## src/rtl/multicycle_control_if.sv

```systemverilog
// Control bundle between the multicycle LEGv8 controller and its datapath/memory port.
// The controller drives every select/enable; the datapath returns opcode, zero and mem_ack.
interface multicycle_control_if #(parameter int CNT_W = 32);
  logic [10:0]      opcode;
  logic             zero;
  logic             mem_ack;
  logic             mem_req;
  logic             mem_we;
  logic             iord;
  logic             irwrite;
  logic             mdrwrite;
  logic             pcwrite;
  logic             pcsrc;
  logic             reg2loc;
  logic             alusrc;
  logic             mem2reg;
  logic             regwrite;
  logic [3:0]       aluop;
  logic [2:0]       signop;
  logic             halted;
  logic             retire;
  logic [CNT_W-1:0] retire_count;
  logic [2:0]       state;

  modport master (
    input  opcode, zero, mem_ack,
    output mem_req, mem_we, iord, irwrite, mdrwrite, pcwrite, pcsrc, reg2loc,
           alusrc, mem2reg, regwrite, aluop, signop, halted, retire,
           retire_count, state
  );

  modport slave (
    output opcode, zero, mem_ack,
    input  mem_req, mem_we, iord, irwrite, mdrwrite, pcwrite, pcsrc, reg2loc,
           alusrc, mem2reg, regwrite, aluop, signop, halted, retire,
           retire_count, state
  );
endinterface

```

## src/rtl/multicycle_control.sv

```systemverilog
// Multicycle LEGv8 controller: sequences fetch/decode/exec/mem/wb over a shared
// memory port, with a sticky halt on illegal opcodes and a retired-instruction counter.
module multicycle_control #(
  parameter int CNT_W = 32
) (
  input logic                 CLK,
  input logic                 Reset,
  multicycle_control_if.master bus
);

  typedef enum logic [2:0] {
    S_FETCH  = 3'd0,
    S_DECODE = 3'd1,
    S_EXEC   = 3'd2,
    S_MEM    = 3'd3,
    S_WB     = 3'd4,
    S_BRANCH = 3'd5,
    S_HALT   = 3'd6
  } state_t;

  typedef enum logic [3:0] {
    C_NONE, C_LDUR, C_STUR, C_ADDREG, C_ADDIMM, C_SUBREG, C_SUBIMM,
    C_ANDREG, C_ORRREG, C_CBZ, C_B, C_MOVZ, C_ILLEGAL
  } cls_t;

  localparam logic [3:0] ALU_AND  = 4'b0000;
  localparam logic [3:0] ALU_ORR  = 4'b0001;
  localparam logic [3:0] ALU_ADD  = 4'b0010;
  localparam logic [3:0] ALU_SUB  = 4'b0110;
  localparam logic [3:0] ALU_PASS = 4'b0111;

  localparam logic [2:0] EXT_I    = 3'b000;
  localparam logic [2:0] EXT_D    = 3'b001;
  localparam logic [2:0] EXT_B    = 3'b010;
  localparam logic [2:0] EXT_CB   = 3'b011;
  localparam logic [2:0] EXT_MOVZ = 3'b100;

  state_t           state, nxt;
  cls_t             cls, dec;
  logic             halted;
  logic [CNT_W-1:0] cnt;

  logic       mem_req, mem_we, iord, irwrite, mdrwrite, pcwrite, pcsrc;
  logic       reg2loc, alusrc, mem2reg, regwrite, retire, set_halt;
  logic [3:0] aluop;
  logic [2:0] signop;

  // Pattern order matters: first match wins, mirroring the single-cycle decoder.
  always_comb begin
    dec = C_ILLEGAL;
    casez (bus.opcode)
      11'b11111000010: dec = C_LDUR;
      11'b11111000000: dec = C_STUR;
      11'b10001011000: dec = C_ADDREG;
      11'b1001000100?: dec = C_ADDIMM;
      11'b11001011000: dec = C_SUBREG;
      11'b1101000100?: dec = C_SUBIMM;
      11'b10001010000: dec = C_ANDREG;
      11'b10101010000: dec = C_ORRREG;
      11'b10110100???: dec = C_CBZ;
      11'b000101?????: dec = C_B;
      11'b110100101??: dec = C_MOVZ;
      default:         dec = C_ILLEGAL;
    endcase
  end

  always_ff @(posedge CLK) begin
    if (Reset) state <= S_FETCH;
    else       state <= nxt;
  end

  always_ff @(posedge CLK) begin
    if (Reset) begin
      cls    <= C_NONE;
      halted <= 1'b0;
      cnt    <= '0;
    end else begin
      if (state == S_DECODE) cls <= dec;
      if (set_halt)          halted <= 1'b1;
      if (retire)            cnt <= cnt + CNT_W'(1);
    end
  end

  always_comb begin
    nxt      = state;
    set_halt = 1'b0;
    mem_req  = 1'b0;
    mem_we   = 1'b0;
    iord     = 1'b0;
    irwrite  = 1'b0;
    mdrwrite = 1'b0;
    pcwrite  = 1'b0;
    pcsrc    = 1'b0;
    reg2loc  = 1'b0;
    alusrc   = 1'b0;
    mem2reg  = 1'b0;
    regwrite = 1'b0;
    retire   = 1'b0;
    aluop    = ALU_AND;
    signop   = EXT_I;

    case (state)
      S_FETCH: begin
        mem_req = 1'b1;
        if (bus.mem_ack) begin
          irwrite = 1'b1;
          pcwrite = 1'b1;
          nxt     = S_DECODE;
        end
      end

      S_DECODE: begin
        reg2loc = (dec == C_STUR) || (dec == C_CBZ);
        case (dec)
          C_B:       nxt = S_BRANCH;
          C_ILLEGAL: begin
            nxt      = S_HALT;
            set_halt = 1'b1;
          end
          default:   nxt = S_EXEC;
        endcase
      end

      S_EXEC: begin
        case (cls)
          C_LDUR, C_STUR: begin
            aluop  = ALU_ADD;
            alusrc = 1'b1;
            signop = EXT_D;
            nxt    = S_MEM;
          end
          C_ADDREG: begin aluop = ALU_ADD; nxt = S_WB; end
          C_SUBREG: begin aluop = ALU_SUB; nxt = S_WB; end
          C_ANDREG: begin aluop = ALU_AND; nxt = S_WB; end
          C_ORRREG: begin aluop = ALU_ORR; nxt = S_WB; end
          C_ADDIMM: begin
            aluop  = ALU_ADD;
            alusrc = 1'b1;
            nxt    = S_WB;
          end
          C_SUBIMM: begin
            aluop  = ALU_SUB;
            alusrc = 1'b1;
            nxt    = S_WB;
          end
          C_MOVZ: begin
            aluop  = ALU_PASS;
            alusrc = 1'b1;
            signop = EXT_MOVZ;
            nxt    = S_WB;
          end
          C_CBZ: begin
            // Register operand passes through so the ALU zero flag tests Rt.
            aluop   = ALU_PASS;
            signop  = EXT_CB;
            pcwrite = bus.zero;
            pcsrc   = 1'b1;
            retire  = 1'b1;
            nxt     = S_FETCH;
          end
          default: nxt = S_FETCH;
        endcase
      end

      S_MEM: begin
        mem_req = 1'b1;
        iord    = 1'b1;
        mem_we  = (cls == C_STUR);
        if (bus.mem_ack) begin
          if (cls == C_STUR) begin
            retire = 1'b1;
            nxt    = S_FETCH;
          end else begin
            mdrwrite = 1'b1;
            nxt      = S_WB;
          end
        end
      end

      S_WB: begin
        regwrite = 1'b1;
        mem2reg  = (cls == C_LDUR);
        retire   = 1'b1;
        nxt      = S_FETCH;
      end

      S_BRANCH: begin
        signop  = EXT_B;
        pcwrite = 1'b1;
        pcsrc   = 1'b1;
        retire  = 1'b1;
        nxt     = S_FETCH;
      end

      S_HALT:  nxt = S_HALT;
      default: nxt = S_FETCH;
    endcase
  end

  assign bus.mem_req      = mem_req;
  assign bus.mem_we       = mem_we;
  assign bus.iord         = iord;
  assign bus.irwrite      = irwrite;
  assign bus.mdrwrite     = mdrwrite;
  assign bus.pcwrite      = pcwrite;
  assign bus.pcsrc        = pcsrc;
  assign bus.reg2loc      = reg2loc;
  assign bus.alusrc       = alusrc;
  assign bus.mem2reg      = mem2reg;
  assign bus.regwrite     = regwrite;
  assign bus.aluop        = aluop;
  assign bus.signop       = signop;
  assign bus.halted       = halted;
  assign bus.retire       = retire;
  assign bus.retire_count = cnt;
  assign bus.state        = state;

endmodule

```

## src/flat_wrapper.sv

```systemverilog
// flat-port wrapper written by rule: the top's interface ports become plain ports
module multicycle_control_flat 
#(
  parameter int CNT_W = 32
)
  (CLK, Reset, bus_opcode, bus_zero, bus_mem_ack, bus_mem_req, bus_mem_we, bus_iord, bus_irwrite, bus_mdrwrite, bus_pcwrite, bus_pcsrc, bus_reg2loc, bus_alusrc, bus_mem2reg, bus_regwrite, bus_aluop, bus_signop, bus_halted, bus_retire, bus_retire_count, bus_state);
  multicycle_control_if #(.CNT_W(CNT_W)) bus_i ();
  input logic CLK;
  input logic Reset;
  input wire logic [$bits(bus_i.opcode)-1:0] bus_opcode;
  input wire logic [$bits(bus_i.zero)-1:0] bus_zero;
  input wire logic [$bits(bus_i.mem_ack)-1:0] bus_mem_ack;
  output wire logic [$bits(bus_i.mem_req)-1:0] bus_mem_req;
  output wire logic [$bits(bus_i.mem_we)-1:0] bus_mem_we;
  output wire logic [$bits(bus_i.iord)-1:0] bus_iord;
  output wire logic [$bits(bus_i.irwrite)-1:0] bus_irwrite;
  output wire logic [$bits(bus_i.mdrwrite)-1:0] bus_mdrwrite;
  output wire logic [$bits(bus_i.pcwrite)-1:0] bus_pcwrite;
  output wire logic [$bits(bus_i.pcsrc)-1:0] bus_pcsrc;
  output wire logic [$bits(bus_i.reg2loc)-1:0] bus_reg2loc;
  output wire logic [$bits(bus_i.alusrc)-1:0] bus_alusrc;
  output wire logic [$bits(bus_i.mem2reg)-1:0] bus_mem2reg;
  output wire logic [$bits(bus_i.regwrite)-1:0] bus_regwrite;
  output wire logic [$bits(bus_i.aluop)-1:0] bus_aluop;
  output wire logic [$bits(bus_i.signop)-1:0] bus_signop;
  output wire logic [$bits(bus_i.halted)-1:0] bus_halted;
  output wire logic [$bits(bus_i.retire)-1:0] bus_retire;
  output wire logic [$bits(bus_i.retire_count)-1:0] bus_retire_count;
  output wire logic [$bits(bus_i.state)-1:0] bus_state;
  assign bus_i.opcode = bus_opcode;
  assign bus_i.zero = bus_zero;
  assign bus_i.mem_ack = bus_mem_ack;
  assign bus_mem_req = bus_i.mem_req;
  assign bus_mem_we = bus_i.mem_we;
  assign bus_iord = bus_i.iord;
  assign bus_irwrite = bus_i.irwrite;
  assign bus_mdrwrite = bus_i.mdrwrite;
  assign bus_pcwrite = bus_i.pcwrite;
  assign bus_pcsrc = bus_i.pcsrc;
  assign bus_reg2loc = bus_i.reg2loc;
  assign bus_alusrc = bus_i.alusrc;
  assign bus_mem2reg = bus_i.mem2reg;
  assign bus_regwrite = bus_i.regwrite;
  assign bus_aluop = bus_i.aluop;
  assign bus_signop = bus_i.signop;
  assign bus_halted = bus_i.halted;
  assign bus_retire = bus_i.retire;
  assign bus_retire_count = bus_i.retire_count;
  assign bus_state = bus_i.state;
  multicycle_control #(.CNT_W(CNT_W)) u_core (.CLK(CLK), .Reset(Reset), .bus(bus_i));
endmodule
```

## config.mk

```make
export PLATFORM = sky130hd
export DESIGN_NAME = multicycle_control_flat
export DESIGN_NICKNAME = d
export VERILOG_FILES = /design/src/rtl/multicycle_control_if.sv /design/src/rtl/multicycle_control.sv /design/src/flat_wrapper.sv
export SDC_FILE = /design/constraint.sdc
export NUM_CORES = 1
export LEC_CHECK = 0
export BUFFER_PORTS_ARGS = -buffer_cell sky130_fd_sc_hd__clkbuf_2
export CAP_MARGIN = 20
export CORE_MARGIN = 2
export CORE_UTILIZATION = 40
export CTS_CLUSTER_SIZE = 25
export DETAILED_ROUTE_END_ITERATION = 8
export GPL_TIMING_DRIVEN = 0
export SYNTH_ARGS = -nofsm -noshare
export SYNTH_HDL_FRONTEND = slang
export SYNTH_SLANG_ARGS = --single-unit
```

## constraint.sdc

```tcl
create_clock -name CLK -period 4.3 [get_ports CLK]
set_input_delay 0.43 -clock CLK [delete_from_list [all_inputs] [get_ports CLK]]
set_output_delay 0.43 -clock CLK [all_outputs]
set_load 0.05 [all_outputs]
```

Word level (Yosys, flattened, before mapping)
Index checks and enable logic that the tools add are counted.
{ "totals": {"register_bits": 40, "out_inout_bits": 55, "wordCells": 82} }
{ "classes": {"add_sub_neg": 1, "n_eq_ne": 33, "mux": 33, "n_reduce_logical": 11} }
{ "ops": {"columns": ["op", "count"], "rows": [
  ["$eq 11x11->1 const B", 6],
  ["$pmux 4 s11", 1],
  ["$add 32x1->32 const B", 1],
  ["$eq 4x4->1 const B", 6],
  ["$eq 10x10->1 const B", 2],
  ["$mux 1", 19],
  ["$pmux 3 s2", 3],
  ["$eq 4x3->1 const B", 4],
  ["$pmux 3 s5", 1],
  ["$eq 4x2->1 const B", 3],
  ["$pmux 3 s4", 1],
  ["$reduce_or 2->1", 5],
  ["$eq 3x3->1 const B", 3],
  ["$eq 9x9->1 const B", 1],
  ["$mux 3", 3],
  ["$pmux 3 s3", 1],
  ["$eq 8x8->1 const B", 1],
  ["$reduce_or 7->1", 1],
  ["$eq 3x2->1 const B", 2],
  ["$eq 6x3->1 const B", 1],
  ["$pmux 1 s3", 2],
  ["$reduce_or 5->1", 1],
  ["$eq 4x1->1 const B", 1],
  ["$mux 4", 1],
  ["other kinds (7)", 8]
]} }

Depth between registers and ports, before layout
{ "logic_depth": {"ltp_word": 5, "mapped_depth": 7, "depth_no_buf": 6} }

Worst setup path before layout
OpenSTA, ideal clock, no wires.
{ "synth_path": {"path_type": "reg-to-output", "from": "register u_core.state[1] (netlist: u_core.bus.state[1])", "to": "output bus_aluop[1]", "t_arrival_ns": 3.589, "t_required_ns": 3.870, "setup_slack_ns": 0.281, "path_stages_with_launch": 4, "n_path_buf": 1, "cell_sequence": "dfxtp_1 or3b_1 buf_2 a2111oi_0"} }
{ "synth_via": {"elab_chain_cells": 2} }
{ "synth_rtl": {"columns": ["element", "line_no", "source"], "rows": [
  ["start: declaration", "multicycle_control.sv:38", "state_t state, nxt;"],
  ["start signal: assignment", "multicycle_control.sv:69", "else state <= nxt;"],
  ["$eq 3x2->1", "multicycle_control.sv:102", "case (state)"],
  ["$mux 4", "multicycle_control.sv:102", null],
  ["end: declaration", "flat_wrapper.sv:24", "output wire logic [$bits(bus_i.aluop)-1:0] bus_aluop;"]
]} }
Every way passes these cells.

Final worst setup path
{ "layout_path": {"from": "register u_core.state[1] (netlist: u_core.bus.state[1])", "to": "output bus_pcwrite"} }
{ "layout_via": {"elab_chain_cells": 2, "word_cells_on_any_way": 4, "cone_classes": "2 x eq/ne; 1 x mux; 1 x reduce/logical"} }
{ "layout_rtl": {"columns": ["element", "line_no", "source"], "rows": [
  ["$eq 3x3->1, or another cell as far along", "multicycle_control.sv:102", null],
  ["$pmux 1 s3 *", "multicycle_control.sv:102", null],
  ["end: declaration", "flat_wrapper.sv:18", "output wire logic [$bits(bus_i.pcwrite)-1:0] bus_pcwrite;"]
]} }
Mark *: on every way between the ends. The rest lies on a longest branch, timed or not.

==> results by group <==
Outcome
  – Status: finished, final reports clean

Timing
  – Clock Skew: 0.00784 ns
  – Crit share post-route: 68.8%
  – Final Setup Violations: 0
  – Final slew viol count: 0
  – Least-Margin Pin Slew: 0.943 ns
  – Fin Setup TNS: 0 ns
  – Final min period: 2.96 ns
  – RSZ-0062 raised after global routing: false
  – Hold Fails Final Rpt: 0
  – Worst slew margin: 36.2%
  – Maximum clock frequency: 338 MHz

Floorplan
  – Cell Rows: 28
  – Full die area: 0.00690 mm^2
  – CORE AREA: 0.00599 mm^2
  – Effective utilization at floorplan: 41.7%
  – Die H: 83.1 um
  – Boundary Pins: 70
  – Die width: 83.1 um

Routing
  – Antenna viol nets, final: 0
  – Detailed Routing Iterations Pass 1: 4
  – Total Wirelength: 6850 um
  – Routed vias/inst: 5.81
  – 1st-iter DRT viols: 139
  – Vias: 2718
  – Routed WL per cell: 14.6 um
  – DRC viols: 0

Yosys
  – Simple-Gate Fraction of Synth Area: 33.8%
  – Post-synthesis mux area share: 0%
  – Synth Instances: 320
  – Yosys reg bits: 40
  – Top cells by area, synth: dfxtp_1, a21oi_1, o31ai_1
  – Largest family of logic cells by synthesized area: simple AND/OR/NAND/NOR gates
  – Ys Warns: 0
  – Most common cell in the netlist: dfxtp_1
  – Main synth FF type: dfxtp_1
  – Post-Synth Adder-Cell Area: 0.501%
  – Avg Cell Area, Syn: 7.81 um^2
  – Area share of the largest cell type after synthesis: 32.0%
  – Most common library cells after synthesis: dfxtp_1, nand2_1, a21oi_1
  – Post-synthesis xor/xnor area fraction: 4.55%
  – Ys async rst share: 0%
  – Synth unique cells: 55
  – Seq/Total Area, Yosys: 32.0%
  – Mapped Nets: 336
  – EDFF count, synth: 0
  – Mapped Area: 0.00250 mm^2
  – Synth area leader: dfxtp_1
  – Compound-Gate Fraction of Synth Area: 23.8%

Clocking
  – Post-CTS Resized: 0
  – Clock-pin slew on the worst setup and hold paths: 0.08 ns
  – Cts hold-fix bufs: 0
  – Clock Latency Late Sink: 0.30 ns
  – Clock Tree Buf Depth: 2
  – Total CTS buffers: 5
  – Clk sinks: 40
  – Post-CTS setup repair buffer count: 0
  – CTS tree: yes
  – CTS root buf: clkbuf_8
  – H-Tree Level Count: 2

Setup path
  – Req. time, crit path: 3.87 ns
  – Max Fanout on Critical Path: 10
  – Critical R2R Launch: u_core.bus.state[1]$_SDFFE_PP0P_
  – Worst Path Arrival: 2.53 ns
  – R2R cell count: 7
  – Critical Path Start Type: flip-flop
  – CP endpoint kind: output pin
  – End of the worst register-to-register path: u_core.bus.retire_count[12]$_SDFFE_PP0P_
  – Setup CP Type: flip-flop to output pin
  – R2R setup slack: 1.55 ns

Layout
  – Final instance area: 0.00301 mm^2
  – # fillers: 615
  – Post-layout util: 50.2%
  – Layout Nets: 409
  – Layout cells sized above 1: 22.4%
  – Area of the multi-input gates: 0.00157 mm^2
  – Antenna cells: 0
  – Area delta synth->final: 20.2%
  – Register area: 801 um^2

Placed design
  – Detailed placement HPWL: 5080 um
  – Final Wtd Congestion: 0.900
  – Area post-placement: 0.00292 mm^2
  – IO buf count: 66

Pwr
  – VDD IR max: 0.199 mV
  – Cell area power density: 328 mW/mm^2
  – PnR Total Power: 0.985 mW
  – Leak Pwr: 1.10 nW

Hold path
  – Hold Crit Class: input port to flip-flop
  – Worst Min Path Start: Reset
  – Hold Crit Depth: 3
  – Worst Hold End: u_core.bus.state[0]$_SDFFE_PP0P_

Global route
  – Total GRT Usage: 19.8%
  – Remaining global-route overflow: 0
  – Largest net degree at the start of global routing: 13
  – First-pass GRT wire length: 11500 um
  – Vias in the first global route: 2401
  – Initial antenna violation count: 0

Run
  – Max-Cap Viols: 0
-- worst max path at each step --
stage / startpoint / endpoint / slack, ns / cells after the start
after detailed placement: u_core.bus.state[1]$_SDFFE_PP0P_ / u_core.bus.retire_count[12]$_SDFFE_PP0P_ / 1.56 / 7
after global placement: u_core.bus.state[1]$_SDFFE_PP0P_ / u_core.bus.retire_count[12]$_SDFFE_PP0P_ / 1.56 / 7
after global routing: u_core.bus.state[1]$_SDFFE_PP0P_ / bus_pcwrite / 1.15 / 6
after floorplan: u_core.bus.state[1]$_SDFFE_PP0P_ / bus_aluop[1] / 0.28 / 3
final: u_core.bus.state[1]$_SDFFE_PP0P_ / bus_pcwrite / 1.34 / 6
after CTS: u_core.bus.state[1]$_SDFFE_PP0P_ / bus_pcwrite / 1.31 / 6
-- through the flow --
stage                     worst slack, ns  hold slack [ns]  std cells
after floorplan                     0.281            0.609        320
after global placement               1.56            0.464        461
after detailed placement             1.56            0.461        461
after CTS                            1.31            0.472        468
after global routing                 1.15            0.490        468
final                                1.34            0.471        468
-- routing by layer --
layer / up-vias / global-route usage (%) / share of wire, %
met2: 92 / 31.5 / 45
li1: 1353 / - / -
met5: - / 0 / 0
met1: 1268 / 27.6 / 48
met3: 5 / 3.48 / 5.7
met4: 0 / 5.37 / 1.0
-- layout by cell type, fill, tap and decap left out, drive strengths merged, types with 2 or more instances in the layout --
cell and n:
clkbuf 91, dfxtp 40, nand2 26, a21oi 25
nor2 23, o21ai 17, o31ai 16, or4 14
nor3 11, inv 11, nand3 10, or3 9
nor2b 8, xnor2 8, nand4 8, xor2 5
a211oi 5, or3b 5, or4b 5, a31oi 4
nor4 4, nor4b 4, a2111oi 4, nand2b 3
and3 3, o21bai 3, and4 3, o2111ai 3
nand3b 2, a311oi 2, a22oi 2, o211ai 2
buf 2
-- flip-flops by register name, indices dropped and copies added (netlist names) --
register	count
u_core.cls	4
u_core.bus.state	3
u_core.bus.halted	1
u_core.bus.retire_count	32
-- cell families (layout without fill, tap and decap cells) --
group | after synthesis | count (layout)
flip-flops | 40 | 40
other | 1 | 1
AND/OR/NAND/NOR | 143 | 143
XOR/XNOR | 13 | 13
adder cells (fa/ha/maj) | 1 | 1
AO/OA/AOI/OAI | 89 | 89
buffers and inverters | 33 | 106
-- layout make-up --
cell class              count  share of cell area [%]
plain buffers              22                    2.91
flip-flops and latches     40                    26.6
clock inverters             2                   0.416
repair buffers             66                    11.0
multi-input cells         247                    52.2
inverters                  11                    1.37
well taps                  75                    3.12
clock buffers               5                    2.29
-- where the power goes --
part           leakage, nW  internal (mW)  switching (mW)  total, mW
clock               0.0400          0.110           0.137      0.247
combinational        0.737         0.0963           0.232      0.328
sequential           0.323          0.389          0.0208      0.410
total                 1.10          0.596           0.390      0.985
-- critical path, cell delays in order (launching register included) --
cell and delay, ns:
dfxtp_1 0.38, or3b_1 0.35, buf_2 0.19, nor4b_4 0.57, a21oi_1 0.15, o31ai_1 0.27
clkbuf_2 0.33
(Power assumes the default switching activity.)
